$ cat config.mk
export PLATFORM = sky130hd
export DESIGN_NAME = i2s_tdm_clkgen
export DESIGN_NICKNAME = d
export VERILOG_FILES = /design/src/rtl/i2s_pkg.sv /design/src/rtl/i2s_sck_div.sv /design/src/rtl/i2s_tdm_clkgen.sv
export SDC_FILE = /design/constraint.sdc
export NUM_CORES = 1
export LEC_CHECK = 0
export CAP_MARGIN = 20
export CORE_ASPECT_RATIO = 0.9
export CORE_MARGIN = 5
export CORE_UTILIZATION = 23
export CTS_CLUSTER_SIZE = 24
export DETAILED_ROUTE_END_ITERATION = 10
export PLACE_DENSITY_LB_ADDON = 0.3
export SETUP_SLACK_MARGIN = 0.2
export SYNTH_ARGS = -nofsm -noshare
export SYNTH_HDL_FRONTEND = slang
export SYNTH_SLANG_ARGS = --single-unit
$ cat constraint.sdc
create_clock -name clk_i -period 4.7 [get_ports clk_i]
set_input_delay 0.47 -clock clk_i [delete_from_list [all_inputs] [get_ports clk_i]]
set_output_delay 0.47 -clock clk_i [all_outputs]
set_load 0.02 [all_outputs]
$ cat src/rtl/i2s_pkg.sv
`default_nettype none
// ============================================================================
// Package : i2s_pkg
// Brief   : Shared I2S types: frame formats, slot-length floor, shadow config.
// Rev     : 1.0 - initial release
// ============================================================================
package i2s_pkg;

  // The shadow-config struct is sized by these; top-level parameters default to them.
  localparam int I2S_DIV_WIDTH  = 8;
  localparam int I2S_SLOT_MAX   = 8;
  localparam int I2S_SLOT_IDX_W = $clog2(I2S_SLOT_MAX);
  localparam int I2S_BIT_IDX_W  = 5;

  localparam logic [I2S_BIT_IDX_W-1:0] I2S_SLOT_LEN_MIN = 5'd7;

  typedef enum logic [1:0] {
    I2S_MODE_STD = 2'd0,
    I2S_MODE_LJ  = 2'd1,
    I2S_MODE_TDM = 2'd2
  } i2s_mode_e;

  typedef struct packed {
    logic [I2S_DIV_WIDTH-1:0]  div;
    i2s_mode_e                 mode;
    logic [I2S_BIT_IDX_W-1:0]  slot_len;
    logic [I2S_SLOT_IDX_W-1:0] slot_num;
  } i2s_cfg_t;

  // Encoding 3 is reserved and behaves as standard I2S.
  function automatic i2s_mode_e i2s_decode_mode(input logic [1:0] mode);
    return (mode == 2'd3) ? I2S_MODE_STD : i2s_mode_e'(mode);
  endfunction

endpackage
`default_nettype wire

$ cat src/rtl/i2s_sck_div.sv
`default_nettype none
// ============================================================================
// Module  : i2s_sck_div
// Brief   : SCK half-period divider; emits sample/drive pulses on SCK toggles.
// Rev     : 1.0 - initial release
// ============================================================================
module i2s_sck_div #(
  parameter int DIV_WIDTH = 8
) (
  input  logic                 clk_i,
  input  logic                 rst_n_i,
  input  logic                 run_i,
  input  logic                 pol_i,
  input  logic [DIV_WIDTH-1:0] reload_i,
  output logic                 sck_o,
  output logic                 sample_stb_o,
  output logic                 drive_stb_o
);

  logic [DIV_WIDTH-1:0] r_cnt;
  logic                 r_sck;
  logic                 w_zero;

  assign w_zero       = run_i && (r_cnt == '0);
  assign sample_stb_o = w_zero && (r_sck == pol_i);
  assign drive_stb_o  = w_zero && (r_sck != pol_i);
  assign sck_o        = r_sck;

  always_ff @(posedge clk_i or negedge rst_n_i) begin
    if (!rst_n_i) begin
      r_cnt <= '0;
      r_sck <= 1'b0;
    end else if (!run_i) begin
      r_cnt <= reload_i;
      r_sck <= pol_i;
    end else if (w_zero) begin
      r_cnt <= reload_i;
      r_sck <= ~r_sck;
    end else begin
      r_cnt <= r_cnt - DIV_WIDTH'(1);
    end
  end

endmodule
`default_nettype wire

$ cat src/rtl/i2s_tdm_clkgen.sv
`default_nettype none
// ============================================================================
// Module  : i2s_tdm_clkgen
// Brief   : I2S / left-justified / TDM bit and frame clock generator with
//           drive/sample strobes and slot/bit indices for the shifters.
// Options : I2S_CLKGEN_FRMCNT_EN adds the 16-bit frame counter frame_cnt_o.
// Rev     : 1.0 - initial release
// ============================================================================
module i2s_tdm_clkgen
  import i2s_pkg::*;
#(
  parameter int DIV_WIDTH  = I2S_DIV_WIDTH,
  parameter int SLOT_MAX   = I2S_SLOT_MAX,
  parameter int SLOT_IDX_W = $clog2(SLOT_MAX),
  parameter int BIT_IDX_W  = I2S_BIT_IDX_W
) (
  input  logic                  clk_i,
  input  logic                  rst_n_i,
  input  logic                  en_i,
  input  logic                  pol_i,
  input  logic [1:0]            mode_i,
  input  logic [DIV_WIDTH-1:0]  div_i,
  input  logic [BIT_IDX_W-1:0]  slot_len_i,
  input  logic [SLOT_IDX_W-1:0] slot_num_i,
  output logic                  sck_o,
  output logic                  ws_o,
  output logic                  tx_stb_o,
  output logic                  rx_stb_o,
  output logic                  frame_start_o,
  output logic [SLOT_IDX_W-1:0] slot_idx_o,
  output logic [BIT_IDX_W-1:0]  bit_idx_o
`ifdef I2S_CLKGEN_FRMCNT_EN
  ,
  output logic [15:0]           frame_cnt_o
`endif
);

  logic                  r_run;
  logic                  r_ws;
  logic [SLOT_IDX_W-1:0] r_slot;
  logic [BIT_IDX_W-1:0]  r_bit;
  i2s_cfg_t              r_cfg;

  i2s_cfg_t              w_new_cfg;
  i2s_cfg_t              w_cfg;
  logic                  w_start;
  logic                  w_run;
  logic                  w_drive;
  logic                  w_sample;
  logic                  w_last_bit;
  logic                  w_wrap;
  logic                  w_ws_nxt;
  logic [SLOT_IDX_W-1:0] w_slot;
  logic [BIT_IDX_W-1:0]  w_bit;

  always_comb begin
    w_new_cfg.div      = div_i;
    w_new_cfg.mode     = i2s_decode_mode(mode_i);
    w_new_cfg.slot_len = (slot_len_i < I2S_SLOT_LEN_MIN) ? I2S_SLOT_LEN_MIN : slot_len_i;
    w_new_cfg.slot_num = (w_new_cfg.mode == I2S_MODE_TDM) ? slot_num_i : SLOT_IDX_W'(1);
  end

  assign w_start    = en_i && !r_run;
  assign w_run      = en_i && r_run;
  assign w_last_bit = (r_bit == '0);
  assign w_wrap     = w_drive && w_last_bit && (r_slot == r_cfg.slot_num);
  // Fresh inputs apply from the first bit of a frame; otherwise the shadow copy.
  assign w_cfg      = (!w_run || w_wrap) ? w_new_cfg : r_cfg;

  i2s_sck_div #(
    .DIV_WIDTH (DIV_WIDTH)
  ) u_sck_div (
    .clk_i        (clk_i),
    .rst_n_i      (rst_n_i),
    .run_i        (w_run),
    .pol_i        (pol_i),
    .reload_i     (w_cfg.div),
    .sck_o        (sck_o),
    .sample_stb_o (w_sample),
    .drive_stb_o  (w_drive)
  );

  // Indices of the bit being driven this cycle.
  always_comb begin
    w_slot = r_slot;
    w_bit  = r_bit;
    if (!w_run || w_wrap) begin
      w_slot = '0;
      w_bit  = w_new_cfg.slot_len;
    end else if (w_drive) begin
      if (w_last_bit) begin
        w_slot = r_slot + SLOT_IDX_W'(1);
        w_bit  = r_cfg.slot_len;
      end else begin
        w_bit  = r_bit - BIT_IDX_W'(1);
      end
    end
  end

  // Standard I2S always has two slots, so the next bit's slot parity flips on the LSB.
  always_comb begin
    case (w_cfg.mode)
      I2S_MODE_LJ:  w_ws_nxt = w_slot[0];
      I2S_MODE_TDM: w_ws_nxt = (w_slot == w_cfg.slot_num) && (w_bit == '0);
      default:      w_ws_nxt = w_slot[0] ^ (w_bit == '0);
    endcase
  end

  always_ff @(posedge clk_i or negedge rst_n_i) begin
    if (!rst_n_i) begin
      r_run  <= 1'b0;
      r_ws   <= 1'b0;
      r_slot <= '0;
      r_bit  <= '0;
      r_cfg  <= '0;
    end else begin
      r_run <= en_i;
      if (!en_i) begin
        r_ws <= 1'b0;
      end else if (w_start || w_drive) begin
        r_ws <= w_ws_nxt;
      end
      if (!w_run || w_drive) begin
        r_slot <= w_slot;
        r_bit  <= w_bit;
      end
      if (!w_run || w_wrap) begin
        r_cfg <= w_new_cfg;
      end
    end
  end

  assign ws_o          = r_ws;
  assign tx_stb_o      = w_start || w_drive;
  assign rx_stb_o      = w_sample;
  assign frame_start_o = w_start || w_wrap;
  assign slot_idx_o    = w_slot;
  assign bit_idx_o     = w_bit;

`ifdef I2S_CLKGEN_FRMCNT_EN
  logic [15:0] r_frame_cnt;

  // The frame opened by enable itself is not counted.
  always_ff @(posedge clk_i or negedge rst_n_i) begin
    if (!rst_n_i) begin
      r_frame_cnt <= '0;
    end else if (!en_i) begin
      r_frame_cnt <= '0;
    end else if (w_wrap) begin
      r_frame_cnt <= r_frame_cnt + 16'd1;
    end
  end

  assign frame_cnt_o = r_frame_cnt;
`endif

endmodule
`default_nettype wire
==> flow_summary.json, run 1 <==
{
  "status": "finished clean",
  "grt_pass1_vias": 1680,
  "clock_sinks": 37,
  "synth_edf_count": 0,
  "die_w_um": 110,
  "final_layout_size_suffix_gt1_share_pct": 12.4,
  "setup_violations": 0,
  "ir_drop_mv": 0.105,
  "cts-hold-fix-buffers": 0,
  "avgSynthCellArea_sq_um": 9.93,
  "dieArea_sq_mm": 0.0110,
  "syn-num-nets": 237,
  "synth_cell_types": 45,
  "synth.most_common_cell": "dfrtp_1",
  "ant_nets": 0,
  "synth_ff_type": "dfrtp_1",
  "route.vias.total": 1575,
  "wl_per_cell_um": 13.3,
  "drc": 0,
  "die_h_um": 100,
  "diodes": 0,
  "numCtsBuffers": 5,
  "final-seq-area_sq_um": 926,
  "clock.fmax_mhz": 278,
  "ys_top_cells_by_count": "dfrtp_1 (37), nor2_1 (20), nand2_1 (19), a21oi_1 (17), inv_1 (12)",
  "final_hold_viol_count": 0,
  "arrival_ns": 3.12,
  "synthTopCellsByArea": "dfrtp_1 (45%), mux2_2 (4.9%), mux2i_1 (4.8%)",
  "postSynthCellCount": 209,
  "synth_seq_cells": 37,
  "slew_headroom_pct": 34.7,
  "cts_setup_buffers": 0,
  "port_buffers": 34,
  "holdCritPathClass": "register to register",
  "syn-cell-area_sq_mm": 0.00207,
  "required_ns": 4.23,
  "cp_top_family": "simple AND/OR/NAND/NOR gates",
  "clk_latency_ns": 0.29,
  "crit_path_cell_trace": "inv_1 > ha_1 > nor3b_1 > nand4b_1 > or3_1 > a21oi_1 > clkdlybuf4s50_1",
  "synth_top_area_share_pct": 44.6,
  "path_clk_slew_ns": 0.08,
  "cts-root-buf": "clkbuf_8",
  "multiInputGateArea_sq_mm": 0.00107,
  "finClkSkew_ns": 0.00236,
  "min_period_ns": 3.59,
  "cts_tree": "done",
  "htreeDepth": 2,
  "drt-initial-drc-count": 37,
  "initial_utilization_pct": 23.9,
  "finalCritPeriodShare_pct": 76.5,
  "worstMarginPinSlew_ns": 0.976,
  "fin_nets": 276,
  "dp_slack_ns": 1.14,
  "max_stage_delay_ns": 0.68,
  "cts_resized": 0,
  "worst_setup_path_start_kind": "register",
  "grt_max_degree": 38,
  "fp.coreArea_sq_mm": 0.00869,
  "dp_hpwl_mm": 3.67,
  "grt_pass1_wl_mm": 8.16,
  "via_per_inst": 4.28,
  "wirelength_met1_mm": 2.26,
  "num-fill-cells": 919,
  "rows": 32,
  "ios": 35,
  "powerDensity_mw_per_mm2": 309,
  "antenna_found_initial": 0,
  "route.met3.wl_um": 230,
  "drv_cap": 0,
  "grt_setup_unrepaired": "false",
  "yosys_warnings": 0,
  "highest_layer": "met4",
  "crit_path_max_fanout": 10,
  "worstSetupPathType": "register to output port",
  "gp_congestion": 0.752,
  "wl_mm": 4.89,
  "synthArstFlopShare_pct": 100,
  "area_growth_pct": 29.7,
  "overflow": 0,
  "wl_met2_mm": 2.34,
  "slew_violations": 0,
  "track_usage_pct": 9.49,
  "worst-path-buf-inv": 2,
  "firstDrtPassIters": 4,
  "timing.final.ws_setup_ns": 1.11,
  "r2r_slack_ns": 1.43,
  "crit_slowest_cell": "clkdlybuf4s50_1",
  "finalSetupTns_ns": 0,
  "yosys.area.top_type": "dfrtp_1",
  "leakagePower_nw": 1.15,
  "worst_setup_path_end_kind": "output port",
  "cts_buffer_depth": 2,
  "ys_seq_area_share_pct": 44.6
}
==> flip-flops by register name, summed over array words and instances (netlist names) <==
register / cells
r_slot: 3
r_bit: 5
r_run: 1
u_sck_div.r_cnt: 8
r_cfg: 18
ws_o: 1
u_sck_div.sck_o: 1
==> worst register-to-register path, stage by stage (launching register included) <==
cell and delay (ns):
dfrtp_1 0.40, inv_1 0.08, ha_1 0.15, nor3b_1 0.38, nand2_1 0.19, o41ai_4 0.25
buf_4 0.38, inv_2 0.13, nand2_1 0.09, nand2_1 0.08, ha_1 0.31, or2_2 0.28
a21o_1 0.19, a31oi_1 0.17, nor4_2 0.08
==> per-stage QoR <==
step | std cells | total power, mW | hold WS [ns] | utilization, % | instance area, sq um
5_1_grt | 368 | 0.876 | 0.522 | 31.0 | 2690
2_1_floorplan | 209 | 0.450 | 0.174 | - | 2070
6_report | 368 | 0.832 | 0.473 | 31.0 | 2690
4_1_cts | 368 | 0.845 | 0.478 | 31.0 | 2690
3_5_place_dp | 360 | 0.508 | 0.465 | 29.4 | 2560
3_3_place_gp | 360 | 0.506 | 0.456 | 29.4 | 2560
==> logic make-up after synthesis <==
logic type,after synthesis,synth area share [%]
AND/OR/NAND/NOR,77,20.9
multiplexers,19,9.71
AO/OA/AOI/OAI,39,11.9
flip-flops,37,44.6
buffers and inverters,18,3.74
XOR/XNOR,13,5.49
adder cells (fa/ha/maj),6,3.62
==> placed cells by master, fill, tap and decap left out, drive strengths merged, types with 3 or more instances in the layout <==
cell / Yosys / final
dfrtp: 37 / 37
clkdlybuf4s50: 0 / 34
nor2: 20 / 20
nand2: 19 / 19
a21oi: 18 / 18
inv: 13 / 13
mux2i: 10 / 10
mux2: 9 / 9
o21ai: 9 / 9
xnor2: 8 / 8
ha: 6 / 6
and2: 6 / 6
xor2: 5 / 5
clkbuf: 2 / 5
or3: 4 / 4
or2: 4 / 4
nor3: 4 / 4
a31oi: 3 / 3
a21o: 3 / 3
buf: 3 / 3
nor4: 3 / 3
==> routing by layer <==
| metal | global-route usage, % | up-vias |
|---|---|---|
| met5 | 0 | - |
| met2 | 15.3 | 23 |
| met1 | 12.2 | 744 |
| met3 | 2.77 | 8 |
| met4 | 3.13 | 0 |
| li1 | - | 800 |
==> where the power goes <==
| group | total, mW | leakage, nW | switching [mW] | internal (mW) |
|---|---|---|---|---|
| Clock | 0.333 | 0.0681 | 0.122 | 0.211 |
| Combinational | 0.136 | 0.640 | 0.0685 | 0.0673 |
| Sequential | 0.364 | 0.439 | 0.0204 | 0.343 |
==> final timing paths <==
path                            cells past startpoint                            to                         start
worst max-delay path                                7                 slot_idx_o[0]  u_sck_div.r_cnt[0]$_DFF_PN0_
worst min-delay path                                1  u_sck_div.r_cnt[0]$_DFF_PN0_  u_sck_div.r_cnt[0]$_DFF_PN0_
worst max register to register                     14              ws_o$_DFFE_PN0P_  u_sck_div.r_cnt[0]$_DFF_PN0_
worst min register to register                      1  u_sck_div.r_cnt[0]$_DFF_PN0_  u_sck_div.r_cnt[0]$_DFF_PN0_
max in group asynchronous                           2            r_cfg[1]$_DFF_PN0_                       rst_n_i
min in group asynchronous                           2  u_sck_div.r_cnt[4]$_DFF_PN0_                       rst_n_i
==> cell type report <==
class,instances,area share (%)
multi-input cells,154,39.8
flip-flops and latches,37,34.4
repair buffers,37,13.5
well taps,119,5.53
clock buffers,5,2.56
clock inverters,3,2.42
inverters,13,1.81
Power figures use the tool's default switching activity.
==> inputs of run 2 (changes only) <==
==> constraint.sdc (replaced) <==
create_clock -name clk_i -period 2.98 [get_ports clk_i]
set_input_delay 0.298 -clock clk_i [delete_from_list [all_inputs] [get_ports clk_i]]
set_output_delay 0.298 -clock clk_i [all_outputs]
set_load 0.02 [all_outputs]
==> run 2 against run 1 <==
Compared with the run above: worst hold slack worse by 0.36 ns; register-to-register slack worse by 1.2 ns; sequential share of layout area is 3.5 points lower; first-iteration DRC count stayed put; largest cell class unchanged; highest routed layer unchanged.
==> flow_summary.json, run 2 (synthesis results as in run 1) <==
{
  "status": "finished clean",
  "cts-hold-fix-buffers": 0,
  "timing.final.ws_setup_ns": 0.271,
  "finClkSkew_ns": 0.00794,
  "grt_pass1_wl_mm": 8.61,
  "layout_common_cells": "buf_4 (37), dfrtp_1 (37), clkdlybuf4s50_1 (23)",
  "cts-root-buf": "clkbuf_8",
  "power.total_mw": 1.20,
  "worstSetupPathType": "register to register",
  "port_buffers": 34,
  "diodes": 0,
  "ios": 35,
  "p_int_mw": 0.867,
  "grt_max_degree": 38,
  "wl_mm": 5.20,
  "max_stage_delay_ns": 0.42,
  "worstMarginPinSlew_ns": 0.859,
  "dp_slack_ns": -0.0375,
  "overflow": 0,
  "htreeDepth": 2,
  "leakagePower_nw": 1.35,
  "drt-initial-drc-count": 37,
  "drv_cap": 0,
  "antenna_found_initial": 0,
  "p_comb_share_pct": 21.9,
  "seqPwrFrac_pct": 48.1,
  "ant_nets": 0,
  "setup_violations": 0,
  "wl_per_cell_um": 12.9,
  "min_period_ns": 2.71,
  "die_h_um": 100,
  "clk_latency_ns": 0.29,
  "clkPwrFrac_pct": 29.9,
  "slew_violations": 0,
  "powerDensity_mw_per_mm2": 402,
  "dieArea_sq_mm": 0.0110,
  "biggestRegsByFlops": "r_cfg x18, u_sck_div.r_cnt x8, r_bit x5",
  "grt_setup_unrepaired": "true",
  "num-fill-cells": 909,
  "p_switching_mw": 0.336,
  "crit_path_cell_trace": "xnor2_1 > nand3_2 > o41ai_4 > buf_4 > buf_12 > mux2i_2 > ha_1 > or2_4 > a21o_1 > a31oi_1 > nor4_2",
  "final_layout_size_suffix_gt1_share_pct": 31.0,
  "initial_utilization_pct": 23.9,
  "via_per_inst": 4.29,
  "route.vias.total": 1727,
  "gp_congestion": 0.761,
  "holdCritPathClass": "input pin to async pin",
  "power.share.switching_pct": 27.9,
  "dp_hpwl_mm": 3.85,
  "slew_headroom_pct": 42.8,
  "worst_setup_path_end_kind": "register",
  "path_clk_slew_ns": 0.08,
  "rows": 32,
  "top_register": "r_cfg",
  "numCtsBuffers": 5,
  "postLayoutCoreUtil_pct": 34.4,
  "crit_path_max_fanout": 4,
  "worst_setup_path_start_kind": "register",
  "track_usage_pct": 9.95,
  "cts_buffer_depth": 2,
  "drc": 0,
  "ir_drop_mv": 0.142,
  "area_growth_pct": 44.2,
  "arrival_ns": 2.88,
  "grt_pass1_vias": 1770,
  "firstDrtPassIters": 4,
  "crit_slowest_cell": "dfrtp_1",
  "finalCritPeriodShare_pct": 90.9,
  "final_hold_viol_count": 0,
  "fp.coreArea_sq_mm": 0.00869,
  "fin_nets": 312,
  "largest_reg_flops": 18,
  "die_w_um": 110,
  "cts_tree": "done",
  "required_ns": 3.15,
  "clock.fmax_mhz": 369,
  "clock_sinks": 37
}
run 2: changes by cell type in the layout (fill, tap and decap cells not counted), sizes merged:
cell / change
dlygate4sd2: +2
clkinv: -1
buf: +39
dlymetal6s2s: +1
bufinv: -2
clkbuf: +4
clkdlybuf4s15: +3
clkdlybuf4s50: -11
run 2: critical path: cells and delay by family, from the launching register on:
family / cells / cell delay [ns]
AND/OR/NAND/NOR: 3 / 0.42
buffers and inverters: 2 / 0.28
AO/OA/AOI/OAI: 3 / 0.73
flip-flops: 1 / 0.42
multiplexers: 1 / 0.22
adder cells (fa/ha/maj): 1 / 0.28
XOR/XNOR: 1 / 0.23
run 2: through the flow:
step	hold WS, ns	instance area (sq um)	std cells	setup TNS [ns]
floorplan	0.00241	2100	209	0
global placement	0.453	2760	383	-0.0128
detailed placement	0.461	2760	383	-0.0728
CTS	0.166	2950	400	0
global route	0.202	2990	403	0
finish	0.116	2990	403	0
run 2: worst paths after layout:
kind,depth (start not counted),from,slack [ns],endpoint
worst max register to register,11,r_cfg[1]$_DFF_PN0_,0.27,ws_o$_DFFE_PN0P_
min in group clk_i,1,r_cfg[7]$_DFFE_PN0N_,0.48,r_cfg[7]$_DFFE_PN0N_
worst max-delay path,11,r_cfg[1]$_DFF_PN0_,0.27,ws_o$_DFFE_PN0P_
max in group asynchronous,1,rst_n_i,2.32,r_cfg[10]$_DFF_PN0_
worst min register to register,1,r_cfg[7]$_DFFE_PN0N_,0.48,r_cfg[7]$_DFFE_PN0N_
worst min-delay path,1,rst_n_i,0.12,r_cfg[8]$_DFF_PN0_
run 2: layer usage:
layer	up-vias	share of wire, %	GRT usage [%]
met5	-	0	0
met4	0	0.50	2.18
met3	4	4.4	2.77
met2	36	44	15.2
met1	812	51	14.1
li1	875	-	-
run 2: final cells by class:
class                   instances  area, sq um  area share (%)
clock buffers                   7         86.3            2.89
repair buffers                 73          628            21.0
well taps                     119          149            4.98
flip-flops and latches         37          926            30.9
multi-input cells             154         1150            38.6
inverters                      13         48.8            1.63
run 2: what timing repair did:
item | 4_1_cts | 5_1_grt
pin swaps | 2 | 5
setup buffers | 10 | 3
resized for setup | 29 | 13
cloned | 0 | 0
setup endpoints to repair | 10 | 10
run 2: power groups by stage:
stage | combinational, mW | sequential, mW | clock, mW
3_3_place_gp | 0.241 | 0.586 | 0
3_5_place_dp | 0.243 | 0.586 | 0
5_1_grt | 0.293 | 0.584 | 0.393
6_report | 0.264 | 0.579 | 0.360
2_1_floorplan | 0.136 | 0.579 | 0
4_1_cts | 0.262 | 0.578 | 0.371
